$ cat config.mk
export PLATFORM = sky130hd
export DESIGN_NAME = spi_note_sender
export DESIGN_NICKNAME = d
export VERILOG_FILES = /design/src/rtl/spi_note_sender.sv
export SDC_FILE = /design/constraint.sdc
export NUM_CORES = 1
export LEC_CHECK = 0
export ABC_AREA = 1
export CORE_MARGIN = 10
export CORE_UTILIZATION = 38
export CTS_BUF_LIST = sky130_fd_sc_hd__clkbuf_4 sky130_fd_sc_hd__clkbuf_8
export CTS_CLUSTER_DIAMETER = 150
export CTS_CLUSTER_SIZE = 25
export DETAILED_ROUTE_END_ITERATION = 16
export RECOVER_POWER = 50
export SLEW_MARGIN = 20
export SYNTH_ARGS = -nofsm -noshare
export SYNTH_HDL_FRONTEND = slang
export SYNTH_SLANG_ARGS = --single-unit
$ cat constraint.sdc
create_clock -name clk -period 3.05 [get_ports clk]
set_input_delay 0.305 -clock clk [delete_from_list [all_inputs] [get_ports clk]]
set_output_delay 0.305 -clock clk [all_outputs]
set_load 0.005 [all_outputs]
$ cat src/rtl/spi_note_sender.sv
// Queues MIDI note events in a small FIFO and serialises each as a 24-bit
// SPI mode-0 frame (MSB first), followed by a fixed idle gap.
module spi_note_sender #(
   parameter int CLK_DIV    = 4,
   parameter int GAP_CYCLES = 8,
   parameter int DEPTH      = 4
) (
   input  logic       clk,
   input  logic       reset,
   input  logic       in_valid,
   output logic       in_ready,
   input  logic       in_note_status,
   input  logic [7:0] in_voice_index,
   input  logic [6:0] in_midi_note,
   input  logic [6:0] in_velocity,
   output logic       SPI_sclk,
   output logic       SPI_mosi,
   output logic       busy,
   output logic       frame_done,
   output logic       overflow
);

   localparam int         AW       = $clog2(DEPTH);
   localparam logic [7:0] DIV_LAST = 8'(CLK_DIV - 1);
   localparam logic [7:0] GAP_LAST = 8'(GAP_CYCLES - 1);

   typedef struct packed {
      logic       note_status;
      logic [6:0] midi_note;
      logic [7:0] voice_index;
      logic [6:0] velocity;
   } note_evt_t;

   typedef enum logic [1:0] {IDLE, LOAD, SHIFT, GAP} state_t;

   note_evt_t     fifo_mem [DEPTH];
   note_evt_t     evt_in, head;
   logic [AW-1:0] wr_ptr, rd_ptr;
   logic [AW:0]   count;
   logic          full, empty, push, pop;
   logic [23:0]   frame;

   state_t        state;
   logic [22:0]   shreg;
   logic [4:0]    bit_cnt;
   logic [7:0]    div_cnt;
   logic          phase_hi;
   logic [7:0]    gap_cnt;

   assign evt_in   = '{note_status: in_note_status, midi_note: in_midi_note,
                       voice_index: in_voice_index, velocity: in_velocity};
   assign full     = (count == (AW+1)'(DEPTH));
   assign empty    = (count == '0);
   assign in_ready = !full;
   // Readiness ignores a same-cycle pop, so a push into a full FIFO is always dropped.
   assign push     = in_valid && !full;
   assign pop      = (state == LOAD);
   assign busy     = (state != IDLE) || !empty;
   assign head     = fifo_mem[rd_ptr];
   assign frame    = {head.note_status, head.midi_note, head.voice_index, 1'b0, head.velocity};

   always_ff @(posedge clk) begin
      if (push) fifo_mem[wr_ptr] <= evt_in;
   end

   always_ff @(posedge clk) begin
      if (reset) begin
         wr_ptr   <= '0;
         rd_ptr   <= '0;
         count    <= '0;
         overflow <= 1'b0;
      end else begin
         if (push) wr_ptr <= wr_ptr + 1'b1;
         if (pop)  rd_ptr <= rd_ptr + 1'b1;
         if (push && !pop)      count <= count + 1'b1;
         else if (pop && !push) count <= count - 1'b1;
         if (in_valid && !in_ready) overflow <= 1'b1;
      end
   end

   always_ff @(posedge clk) begin
      if (reset) begin
         state      <= IDLE;
         SPI_sclk   <= 1'b0;
         SPI_mosi   <= 1'b0;
         frame_done <= 1'b0;
         shreg      <= '0;
         bit_cnt    <= '0;
         div_cnt    <= '0;
         phase_hi   <= 1'b0;
         gap_cnt    <= '0;
      end else begin
         frame_done <= 1'b0;
         case (state)
            IDLE: begin
               SPI_sclk <= 1'b0;
               SPI_mosi <= 1'b0;
               if (!empty) state <= LOAD;
            end
            LOAD: begin
               SPI_mosi <= frame[23];
               shreg    <= frame[22:0];
               bit_cnt  <= '0;
               div_cnt  <= '0;
               phase_hi <= 1'b0;
               state    <= SHIFT;
            end
            SHIFT: begin
               if (div_cnt != DIV_LAST) begin
                  div_cnt <= div_cnt + 8'd1;
               end else begin
                  div_cnt <= '0;
                  if (!phase_hi) begin
                     phase_hi <= 1'b1;
                     SPI_sclk <= 1'b1;
                  end else begin
                     // Falling edge is the bit boundary: mosi only moves here.
                     phase_hi <= 1'b0;
                     SPI_sclk <= 1'b0;
                     if (bit_cnt == 5'd23) begin
                        SPI_mosi   <= 1'b0;
                        gap_cnt    <= '0;
                        frame_done <= (GAP_LAST == 8'd0);
                        state      <= GAP;
                     end else begin
                        bit_cnt  <= bit_cnt + 5'd1;
                        SPI_mosi <= shreg[22];
                        shreg    <= {shreg[21:0], 1'b0};
                     end
                  end
               end
            end
            GAP: begin
               // frame_done is registered one cycle early so it lands on the last gap cycle.
               if (gap_cnt == GAP_LAST) begin
                  state <= IDLE;
               end else begin
                  gap_cnt    <= gap_cnt + 8'd1;
                  frame_done <= (gap_cnt + 8'd1 == GAP_LAST);
               end
            end
            default: state <= IDLE;
         endcase
      end
   end

endmodule
---- Yosys cells after proc, flatten, opt, wreduce, memory -nomap -nowiden ----
Memory sizes are Yosys's and may differ from the RTL's. A register that Yosys moved wholly into a read port is not among the register bits.
Cells that the tools add are included.
storage, ports and cells
  register bits ........................... 58
  RAM bits ................................ 92
  output and inout bits ................... 6
  word-level logic and storage cells ...... 96
  memories kept ........................... 1
cells by class
  $add $sub $neg .......................... 7
  eq/ne operators ......................... 15
  multiplexer cells ....................... 35
  bitwise operators ....................... 1
  reduce and logical (&&, ||, !) cells .... 24
memory list
  memory    words  width  read ports  clocked after Yosys merged registers in  wr ports  line  RTL
  fifo_mem  4      23     1           1                                        1         36    note_evt_t fifo_mem [DEPTH];
operators with widths
  kind                                                    count
  2-to-1 mux 23 bit                                       3
  one-hot mux 23 bit (2 select lines)                     1
  2-to-1 mux 8 bit                                        5
  one-hot mux 8 bit (2 select lines)                      2
  adder 8 x 1 -> 8 bit (second input constant)            2
  == test 8 x 3 -> 1 bit (second input constant)          2
  2-to-1 mux 5 bit                                        3
  2-to-1 mux 2 bit                                        7
  inequality test 2 bit (second input constant)           7
  one-hot mux 5 bit (2 select lines)                      1
  AND reduction 5 bit                                     2
  nonzero test 2 bit                                      5
  inequality test 8 x 2 -> 1 bit (second input constant)  1
  one-hot mux 2 bit (4 select lines)                      1
  2-to-1 mux 1 bit                                        7
  2-to-1 mux 3 bit                                        2
  adder 5 x 1 -> 5 bit (second input constant)            1
  == test 5 bit (second input constant)                   1
  adder 2 x 1 -> 2 bit (second input constant)            2
  == test 2 bit (second input constant)                   2
  logical AND 1 bit                                       4
  logical NOT 1 bit                                       4
  one-hot mux 1 bit (2 select lines)                      2
  AND reduction 2 bit                                     2
  13 further kinds                                        13

---- Depth between registers and ports, before layout ----
  word-level depth ........................ 7
  depth in mapped cells ................... 11
  gate-level depth less buffers ........... 11

---- Worst setup path before layout ----
Ideal clock, no wire load.
  path type ............................... register to register
  from .................................... reg count[0]
  to ...................................... mem fifo_mem[0][0] (netlist bit), enable pin
  arrival time ............................ 1.701 ns
  path slack .............................. 0.946 ns
  cell stages (with the launch flop) ...... 5
  path buffers ............................ 0
  clock period less this slack ............ 2.104 ns
  cells stage by stage .................... dfxtp_1 nor2_1 nand2_1 nand2_1 nor2_1
on the way
  cells in the longest elaborated chain, start to end .. 5
RTL lines
  element                                 line  RTL
  start, declared                         39    logic [AW:0] count;
  start signal, assigned                  75    if (push && !pop) count <= count + 1'b1;
  start signal, assigned                  76    else if (pop && !push) count <= count - 1'b1;
  == test 3 bit                           52    assign full = (count == (AW+1)'(DEPTH));
  logical NOT 1 bit                       n/a
  named net in_ready                      11    output logic in_ready,
  logical AND 1 bit                       56    assign push = in_valid && !full;
  2-to-1 mux 1 bit                        63    if (push) fifo_mem[wr_ptr] <= evt_in;
  2-to-1 mux 1 bit (not written as such)  63
  end, declared                           36
The timed path passes the listed nets, and every way through them passes these cells.

---- Final worst setup path ----
  from .................................... reg count[0]
  to ...................................... mem fifo_mem[2][20] (netlist bit), enable pin
on the way
  cells in the longest elaborated chain, start to end .. 5
RTL lines
  element                                 line
  == test 3 bit                           52
  logical NOT 1 bit                       56
  logical AND 1 bit                       56
  2-to-1 mux 1 bit                        63
  2-to-1 mux 1 bit (not written as such)  63
Every way passes these cells.

==> qor.csv <==
metric;value;unit
status;finished with violations;
failing checks;capacitance limit, slew limit;
total core area;17300;um^2
Period Utilization, post-route;82.5;%
Yosys cell types;34;
Synth area leaders;edfxtp_1 (41%), dfxtp_1 (18%), nand2_1 (12%);
clock latency at the later pin of the worst-skew pair;0.47;ns
Antenna Cells;0;
reg2reg start;count[0];
Net Count, Synth;795;
Area growth, synth to finish;13.3;%
postcts setup bufs;0;
Synth Register Bits;152;
Setup Skew;0.0204;ns
clk root buf;clkbuf_8;
Die Y-Extent;153;um
dpl hpwl;7850;um
largest net degree at the start of global routing;48;
register area share after synthesis;59.2;%
CTS-repair resized insts;0;
cell count after synthesis;754;
Peak supply drop;0.323;mV
Reg clk slew, reported paths;0.09;ns
fin cells;1022;
GR Util All Layers;11.6;%
I/O pin cnt;32;
setup tns final;0;ns
CP most frequent cell;nand2_1;
f_max;397;MHz
Ys Warns;0;
Initial Util;38.7;%
classification of the worst setup path;reg -> reg;
CP startpoint kind;register;
hold path startpoint;in_valid;
fin crit period;2.52;ns
Max-cap violations;3;
CTS tree;done;
vias;4817;
Port Buf Inserts;31;
DR pass1 iterations;4;
Avg WL per Cell;12.9;um
RSZ-0062 raised after global routing;false;
H-tree depth;4;
CTS Buf Count;17;
number of setup violations in the final report;0;
crit path DAT;2.58;ns
worst min path class;in -> reg;
Placer Congestion;0.785;
Routed Wire Length;13200;um
Inst Count DP;990;
worst path required time;3.12;ns
vias in the first global route;4536;
commonest non-fill, non-tap cell in the layout;nand2_1;
P per Cell Area;822;nW/um^2
crit-path max FO;23;
layout cells sized above 1;7.03;%
Power, Total;6.24;mW
vias per inst;4.71;
CP peak stage delay;1.19;ns
row cnt;48;
Tightest Pin Transition;1.64;ns
Setup crit start;count[0];
CP Capture Type;register;
GRT overflow;0;
Post-Place Worst Slack;0.782;ns
Max Slew Vio Count;72;
worst path cell trace;nor2_1, nand2_1, nand2_1, nor2_2, clkbuf_1;
# hold bufs at CTS;0;
fin worst setup slack;0.534;ns
Die Area;23300;um^2
DRT iter0 DRCs;284;
commonest cells after routing, fill and taps aside;nand2_1 (209), nor2_1 (129), edfxtp_1 (92);
area leader, netlist;edfxtp_1;
initial antenna violation count;0;
Slew headroom;-9.51;%
slowest CP cell;clkbuf_1;
Mapped Avg Cell Area;8.88;um^2
Leakage;3.10;nW
DRC errors left;0;
final hold violation count;0;
post-synth top area share;41.3;%
CTS max path bufs;2;
Final #Nets;825;
Die W;153;um
Final ANT Viol Nets;0;
Sink Count;152;
Layout fillers;1729;
first-pass GRT wire length;22200;um
Syn Std Cell Area;6700;um^2
==> stage by stage <==
stage                     hold slack [ns]  utilization, %  cell area [um^2]
after detailed placement            0.445            41.6              7200
after floorplan                     0.404               -              6700
after CTS                           0.417            43.9              7600
after global routing                0.463            43.9              7580
after global placement              0.437            41.6              7200
final                               0.443            43.9              7580
==> registers in the layout, summed over array words and instances (netlist names), named ones only <==
| register | count |
|---|---|
| SPI_mosi | 1 |
| SPI_sclk | 1 |
| bit_cnt | 5 |
| count | 3 |
| div_cnt | 8 |
| fifo_mem | 92 |
| frame_done | 1 |
| gap_cnt | 8 |
| overflow | 1 |
| phase_hi | 1 |
| rd_ptr | 2 |
| shreg | 23 |
| state | 2 |
| wr_ptr | 2 |
==> per-layer routing <==
layer | share of wire (%) | up-vias | GRT usage [%] | wire length (um)
li1 | - | 2507 | - | -
met1 | 47 | 2223 | 13.9 | 6210
met2 | 48 | 62 | 19.2 | 6260
met3 | 3.4 | 25 | 3.08 | 448
met4 | 1.9 | 0 | 4.72 | 248
met5 | 0 | - | 0 | 0
==> critical path, delay by kind of cell (launching register included) <==
family / cells / cell delay (ns)
buf+inv: 1 / 1.19
flops: 1 / 0.40
simple gates: 4 / 0.51
==> cell type report <==
cell class	count	area (um^2)	share of cell area, %
flip-flops and latches	152	3960	52.3
multi-input cells	515	2360	31.1
well taps	225	282	3.71
clock inverters	14	155	2.05
inverters	58	218	2.87
clock buffers	18	241	3.18
repair buffers	40	363	4.78
==> synth_stat cells <==
master and n:
a21oi_2 1, inv_2 3, xor2_1 3, edfxtp_1 92, nand3_1 28, xnor2_1 1, nand4_1 3, nand2_1 209
dfxtp_1 60, fa_1 1, and3_1 1, clkbuf_1 12, nor2_4 1, buf_2 9, o21bai_1 1, buf_6 1
o21ai_2 1, a31oi_1 1, o21ai_0 73, nor3_1 7, nand3b_1 1, buf_1 4, nand2_2 3, nor2_1 133
nor2_2 3, o21ai_1 6, buf_8 3, nor2_8 1, ha_1 14, a21oi_1 19, or2_2 2, nor3b_1 1
nand2_8 1, inv_1 55
==> worst paths after layout <==
kind,slack [ns],endpoint,depth (start not counted)
worst min register to register,0.45,overflow,2
worst max-delay path,0.53,fifo_mem[2][20],5
worst max register to register,0.53,fifo_mem[2][20],5
worst min-delay path,0.44,overflow,3
==> where the power goes <==
part	switching (mW)	total, mW	internal (mW)
Sequential	0.156	2.73	2.57
Combinational	1.31	1.95	0.634
Clock	0.865	1.56	0.697
==> logic make-up (layout without fill, tap and decap cells) <==
family | count (synthesis) | in the layout | share of synthesized area [%]
flops | 152 | 152 | 59.2
xor+xnor | 4 | 4 | 0.523
fa+ha+maj | 15 | 15 | 2.92
buf+inv | 87 | 130 | 5.66
compound gates | 102 | 102 | 7.79
simple gates | 394 | 394 | 23.9
No activity file was read; power rests on OpenSTA's default activity.
